**src/rtl/fetch_stage_pkg.sv**
```systemverilog
// Shared CPU package: fetch FSM encoding, IF/ID bundle,
// reset/memory defaults and the fetch-address legality check.
package fetch_stage_pkg;

  localparam int ILEN = 32;
  localparam int XLEN = 32;

  localparam logic [XLEN-1:0] RESET_PC_DEF   = 32'h0000_0000;
  localparam int              IMEM_WORDS_DEF = 2048;

  typedef enum logic [1:0] {
    ST_BOOT,
    ST_RUN,
    ST_FAULT
  } fetch_state_e;

  typedef struct packed {
    logic [ILEN-1:0] instr;
    logic [XLEN-1:0] pc;
    logic [XLEN-1:0] pc4;
  } if_id_t;

  function automatic logic pc_is_bad(
    input logic [XLEN-1:0] pc,
    input int              words
  );
    logic [XLEN-1:0] idx;
    idx = {2'b00, pc[XLEN-1:2]};
    return (pc[1:0] != 2'b00) || (idx >= XLEN'(words));
  endfunction

endpackage

```
**src/rtl/fetch_stage_if_id_reg.sv**
```systemverilog
// IF/ID pipeline register: load captures a bundle,
// flush drops the valid bit and leaves the data as-is.
module if_id_reg
  import fetch_stage_pkg::*;
(
  input  logic   clk,
  input  logic   rst,
  input  logic   load,
  input  logic   flush,
  input  if_id_t d,
  output logic   valid,
  output if_id_t q
);

  always_ff @(posedge clk or posedge rst) begin
    if (rst) begin
      valid <= 1'b0;
      q     <= '0;
    end else if (flush) begin
      valid <= 1'b0;
    end else if (load) begin
      valid <= 1'b1;
      q     <= d;
    end
  end

endmodule

```
**src/rtl/fetch_stage.sv**
```systemverilog
// Instruction fetch stage: PC sequencing, redirect,
// stall, sticky fetch-fault and IF/ID capture.
module fetch_stage
  import fetch_stage_pkg::*;
#(
  parameter logic [31:0] RESET_PC   = RESET_PC_DEF,
  parameter int          IMEM_WORDS = IMEM_WORDS_DEF
) (
  input  logic        clk,
  input  logic        rst,
  input  logic        stall,
  input  logic        redirect,
  input  logic [31:0] redirect_pc,
  output logic [31:0] pc_out,
  output logic        im_r,
  input  logic [31:0] instr_in,
  output logic        if_id_valid,
  output logic [31:0] if_id_instr,
  output logic [31:0] if_id_pc,
  output logic [31:0] if_id_pc4,
  output logic        fault,
  output logic [31:0] fault_pc,
  output logic [31:0] fetch_count
);

  fetch_state_e state;
  logic [31:0]  pc;
  logic [31:0]  pc4;
  logic         run;
  logic         bad_pc;
  logic         capture;
  logic         flush;
  if_id_t       id_d;
  if_id_t       id_q;

  assign run     = (state == ST_RUN);
  assign bad_pc  = pc_is_bad(pc, IMEM_WORDS);
  assign pc4     = pc + 32'd4;
  // redirect outranks both a bad PC and a stall
  assign flush   = run && (redirect || bad_pc);
  assign capture = run && !redirect && !bad_pc && !stall;

  assign pc_out = (state == ST_BOOT) ? RESET_PC : pc;
  assign im_r   = run && !bad_pc;

  always_ff @(posedge clk or posedge rst) begin
    if (rst) begin
      state       <= ST_BOOT;
      pc          <= RESET_PC;
      fault       <= 1'b0;
      fault_pc    <= '0;
      fetch_count <= '0;
    end else begin
      unique case (state)
        ST_BOOT: state <= ST_RUN;
        ST_RUN: begin
          if (redirect) begin
            pc <= redirect_pc;
          end else if (bad_pc) begin
            state    <= ST_FAULT;
            fault    <= 1'b1;
            fault_pc <= pc;
          end else if (!stall) begin
            pc          <= pc4;
            fetch_count <= fetch_count + 32'd1;
          end
        end
        ST_FAULT: state <= ST_FAULT;
        default:  state <= ST_BOOT;
      endcase
    end
  end

  assign id_d = '{instr: instr_in, pc: pc, pc4: pc4};

  if_id_reg u_if_id (
    .clk   (clk),
    .rst   (rst),
    .load  (capture),
    .flush (flush),
    .d     (id_d),
    .valid (if_id_valid),
    .q     (id_q)
  );

  assign if_id_instr = id_q.instr;
  assign if_id_pc    = id_q.pc;
  assign if_id_pc4   = id_q.pc4;

endmodule

```
**config.mk**
```make
export PLATFORM = sky130hd
export DESIGN_NAME = fetch_stage
export DESIGN_NICKNAME = d
export VERILOG_FILES = /design/src/rtl/fetch_stage_pkg.sv /design/src/rtl/fetch_stage_if_id_reg.sv /design/src/rtl/fetch_stage.sv
export SDC_FILE = /design/constraint.sdc
export NUM_CORES = 1
export LEC_CHECK = 0
export BUFFER_PORTS_ARGS = -buffer_cell sky130_fd_sc_hd__buf_2
export CAP_MARGIN = 25
export CORE_MARGIN = 2
export CORE_UTILIZATION = 30
export CTS_BUF_LIST = sky130_fd_sc_hd__clkbuf_4
export DETAILED_ROUTE_END_ITERATION = 16
export PLACE_DENSITY = 0.52
export RECOVER_POWER = 50
export SLEW_MARGIN = 20
export SYNTH_ARGS = -nofsm -noshare
export SYNTH_HDL_FRONTEND = slang
export SYNTH_SLANG_ARGS = --single-unit
```
**constraint.sdc**
```tcl
create_clock -name clk -period 10.22 [get_ports clk]
set_clock_uncertainty 0.2 [all_clocks]
set_input_delay 1.533 -clock clk [delete_from_list [all_inputs] [get_ports clk]]
set_output_delay 1.533 -clock clk [all_outputs]
set_load 0.01 [all_outputs]
```
== Yosys cells after proc, flatten, opt, wreduce, memory -nomap -nowiden ==
Index checks and enable logic that the tools add are counted.

* Bits of input ports: 68
* Word-level logic and storage cells: 49
* Output and inout bits: 195
* Bits in registers: 196

* Reduce and logical (&&, ||, !) cells: 18
* Add/sub/neg operators: 2
* Bitwise operators: 4
* Muxes and demuxes: 9
* Order comparisons: 1
* Equality and inequality tests: 6

{| class="wikitable"
|+ Operators with widths
! operator !! number
|-
| 2-to-1 mux 32 bit || 4
|-
| adder 32 x 1 -> 32 bit (second input constant) || 1
|-
| adder 32 x 3 -> 32 bit (second input constant) || 1
|-
| >= comparator 30 x 12 -> 1 bit (second input constant) || 1
|-
| one-hot mux 2 bit (3 select lines) || 1
|-
| AND reduction 3 bit || 2
|-
| logical AND 1 bit || 5
|-
| 2-to-1 mux 2 bit || 2
|-
| inequality test 2 x 1 -> 1 bit (second input constant) || 2
|-
| inequality test 2 bit (second input constant) || 2
|-
| inverter 1 bit || 4
|-
| AND reduction 2 bit || 2
|-
| AND reduction 4 bit || 1
|-
| nonzero test 2 bit || 2
|-
| logical NOT 1 bit || 3
|-
| equality test 2 x 1 -> 1 bit (second input constant) || 1
|-
| equality test 2 bit (second input constant) || 1
|-
| logical NOT 2 bit || 1
|-
| logical OR 1 bit || 2
|-
| 2-to-1 mux 1 bit || 2
|}

== Depth between registers and ports, before layout ==
* Depth after elaboration: 7
* Gate-level depth with buffers: 10
* Depth with buffers taken out: 7

== Hierarchy ==
From an unflattened synthesis, not the netlist that was laid out.

* Cell total of the unflattened synthesis: 735
* Area total of the unflattened synthesis: 9085.0 µm²

{| class="wikitable"
|+ By module, submodules not included
! module !! times used !! sequential area each (µm²) !! cells an instance !! area each (µm²)
|-
| fetch_stage || 1 || 2477.4 || 527 || 5270.1
|-
| if_id_reg || 1 || 2427.3 || 208 || 3814.9
|}

== Least setup slack after synthesis ==
Ideal clock, no wire load.

* Kind: register to output
* Start: register pc[26]
* End: output port im_r
* Slack: 7.054 ns
* Path buffers: 0
* Required time: 8.487 ns
* Data arrival time: 1.433 ns
* Cell stages (with the launch flop): 5
* Path through: dfrtp_1 > or4_4 > nor2_8 > nand2_1 > nor2_1

* Word-level cells in the longest chain between the ends: 4

{| class="wikitable"
|+ RTL lines
! element !! RTL line !! text
|-
| from (decl) || fetch_stage.sv:27 || <nowiki>logic [31:0] pc;</nowiki>
|-
| from (signal assigned) || fetch_stage.sv:58 || <nowiki>pc <= redirect_pc;</nowiki>
|-
| from (signal assigned) || fetch_stage.sv:64 || <nowiki>pc <= pc4;</nowiki>
|-
| >= comparator 30 x 12 -> 1 bit || fetch_stage_pkg.sv:29 || <nowiki>return (pc[1:0] != 2'b00) || (idx >= XLEN'(words));</nowiki>
|-
| logical OR 1 bit || fetch_stage_pkg.sv:29 ||
|-
| logical NOT 1 bit || fetch_stage.sv:44 || <nowiki>assign im_r = run && !bad_pc;</nowiki>
|-
| logical AND 1 bit || fetch_stage.sv:44 ||
|-
| to (decl) || fetch_stage.sv:15 || <nowiki>output logic im_r,</nowiki>
|}

Every way passes these cells.

==> results.yml <==
logic_synthesis:
  synth_top_area_share_pct: 59.6
  synthCells: 777
  synth.largest_area_cell: "dfrtp_1"
  synth_nets: 850
  yosysSeqAreaShare_pct: 59.6
  synth_area_leaders: "dfrtp_1 (60%), nand2_1 (10%), mux2_2 (4.8%)"
  ys_async_sr_fraction_pct: 100
  yosys-top-cells-count: "nand2_1 (223), dfrtp_1 (194), and2_1 (42)"
  synth_most_common_cell: "nand2_1"
  ys_types: 41
  syn_area_um2: 8140
  synth-edff-count: 0
  avgSynthCellArea_um2: 10.5
  synth.ff_latch_count: 194
  yosys_warnings: 0
  synth_flop_cell: "dfrtp_1"
worst_setup_path:
  max_stage_delay_ps: 3250
  rrSetupSlack_ps: 7080
  critical_path_class: "in2async"
  cpMaxStageDelayCell: "clkinvlp_2"
  path_delay_family: "buffers and inverters"
  critical_path_buf_inv_count: 3
  worstPathRequired_ps: 10620
  r2r_cells: 8
  rr_startpoint: "state[0]"
  crit_path_max_fanout: 131
  critPathLaunchType: "input pin"
  critical_path.reg2reg.endpoint: "pc[5]"
  worst_setup_path_end_kind: "async pin"
  cp_cell_sequence: "buf_2, clkinvlp_2, buf_4"
  cp.arrival_ps: 6040
cts:
  clock-sinks: 194
  post_cts_resized: 0
  cts_max_level: 4
  clk_pin_slew_ps: 150
  cts-buffers-inserted: 17
  insertion_delay_ps: 560
  tritoncts: "yes"
  post_cts_buffers: 0
  hold_buffers: 0
  cts_root_buf: "clkbuf_4"
  max-clock-path-buffers: 2
cells_and_area:
  utilization_pct: 37.0
  layout.nets: 1092
  nFillCells: 2771
  drive_above_1_share_pct: 24.3
  areaGrowthSynthToFinish_pct: 21.7
drt:
  drt-total-wl_mm: 22.1
  wl_per_cell_um: 16.0
  via_count: 6117
  via_per_inst: 4.43
  drt_iter0_drc: 318
  drc_errors: 0
  drt_pass1_iterations: 4
  ant_nets: 0
sta:
  timing.slew.headroom_pct: -292
  rsz0062_at_grt: "no"
  fin_crit_ps: 5640
  setup_viol: 0
  finalSetupTns_ps: 0
  max_freq_mhz: 177
  min_period_over_period_pct: 55.2
  hold_viol: 0
  fin_ws_ps: 4580
  final_max_slew_viol_count: 132
  worst_slew_pin_slew_ps: 5860
min_path:
  worstHoldStart: "fault"
  holdPathStages: 1
  holdPathEnd: "fault"
  hold_class: "reg2reg"
grt:
  antenna_found_initial: 5
  grt_max_degree: 132
  grt_pass1_vias: 6054
  grt_usage_pct: 15.6
  grt_pass1_wl_mm: 34.9
  gr-total-overflow: 0
floorplan:
  die-area_um2: 28500
  start_util_pct: 30.4
  fp.dieW_um: 169
  io-pin-count: 263
  coreArea_um2: 26800
  dieHeight_um: 169
  placementRows: 60
pwr:
  leakage_nw: 5.12
  power_density_nw_per_um2: 208
  power.total_mw: 2.06
  ir_drop_mv: 0.108
flow_run:
  maxCapViolCount: 1
place:
  io_buffers: 262
  place_congestion: 0.769
  dp_hpwl_mm: 15.2
  dp_slack_ps: 6050
status:
  violations: "max-capacitance violations, max-slew violations"
  status: "finished with violations"
## power by group
part	switching [mW]	total (mW)	leakage, nW	internal (mW)
clock network	0.298	0.457	0.174	0.159
registers	0.127	1.02	2.51	0.892
logic	0.327	0.581	2.43	0.254
## flip-flops by register name (all words and copies together) (netlist names)
register,flops
pc,32
u_if_id.q,94
u_if_id.valid,1
fetch_count,32
state,2
fault,1
fault_pc,32
## how the worst max path moves through the flow
stage,end,start,depth (start not counted)
global route,pc[13],rst,3
detailed placement,fetch_count[4],redirect,6
floorplan,fault,rst,1
finish,pc[13],rst,3
global placement,fetch_count[4],redirect,6
CTS,im_r,pc[13],5
## layer usage
layer	routed length (um)	track usage (%)	vias up
met5	7	0	-
met4	119	3.07	2
met3	1590	5.80	6
met2	10200	25.1	184
met1	10100	20.2	2914
li1	-	-	3011
## logic make-up after synthesis
logic type / synth area share, %
AND/OR/NAND/NOR: 24.1
flip-flops: 59.6
buffers and inverters: 3.23
XOR/XNOR: 4.41
multiplexers: 5.21
AO/OA/AOI/OAI: 2.70
adder cells (fa/ha/maj): 0.768
## final cells by class
| class | instances | area [um^2] | share of cell area, % |
|---|---|---|---|
| clock inverters | 15 | 190 | 1.92 |
| clock buffers | 17 | 128 | 1.29 |
| diodes | 8 | 20.0 | 0.202 |
| multi-input cells | 523 | 2980 | 30.0 |
| inverters | 16 | 61.3 | 0.619 |
| repair buffers | 267 | 1250 | 12.6 |
| well taps | 341 | 427 | 4.31 |
| flip-flops and latches | 194 | 4850 | 49.0 |
## stage by stage
| stage | instance area [um^2] | std cells | hold WS, ps |
|---|---|---|---|
| floorplan | 8140 | 777 | 270 |
| global placement | 9730 | 1340 | 244 |
| detailed placement | 9730 | 1340 | 248 |
| CTS | 10000 | 1372 | 284 |
| global route | 9900 | 1378 | 300 |
| finish | 9910 | 1381 | 281 |
## cells in the final DEF (no fill, tap or decap), drive strengths merged, types with 3 or more instances in the layout
master  synthesis  layout
o21ai          17      17
nand3          23      23
clkinv          0       5
nand2         224     224
diode           0       8
xnor2          18      18
mux2i           3       3
ha              5       5
dfrtp         194     194
nor3           15      15
mux2           35      35
nor2           30      30
clkbuf         28     108
nor4           11      11
buf            16     176
inv            16      23
nand2b          4       4
xor2           23      23
and2           42      42
nand4          10      10
and3            3       3
a22oi           5       5
nor2b          35      35
or4             3       3
No activity file was read; power rests on OpenSTA's default activity.
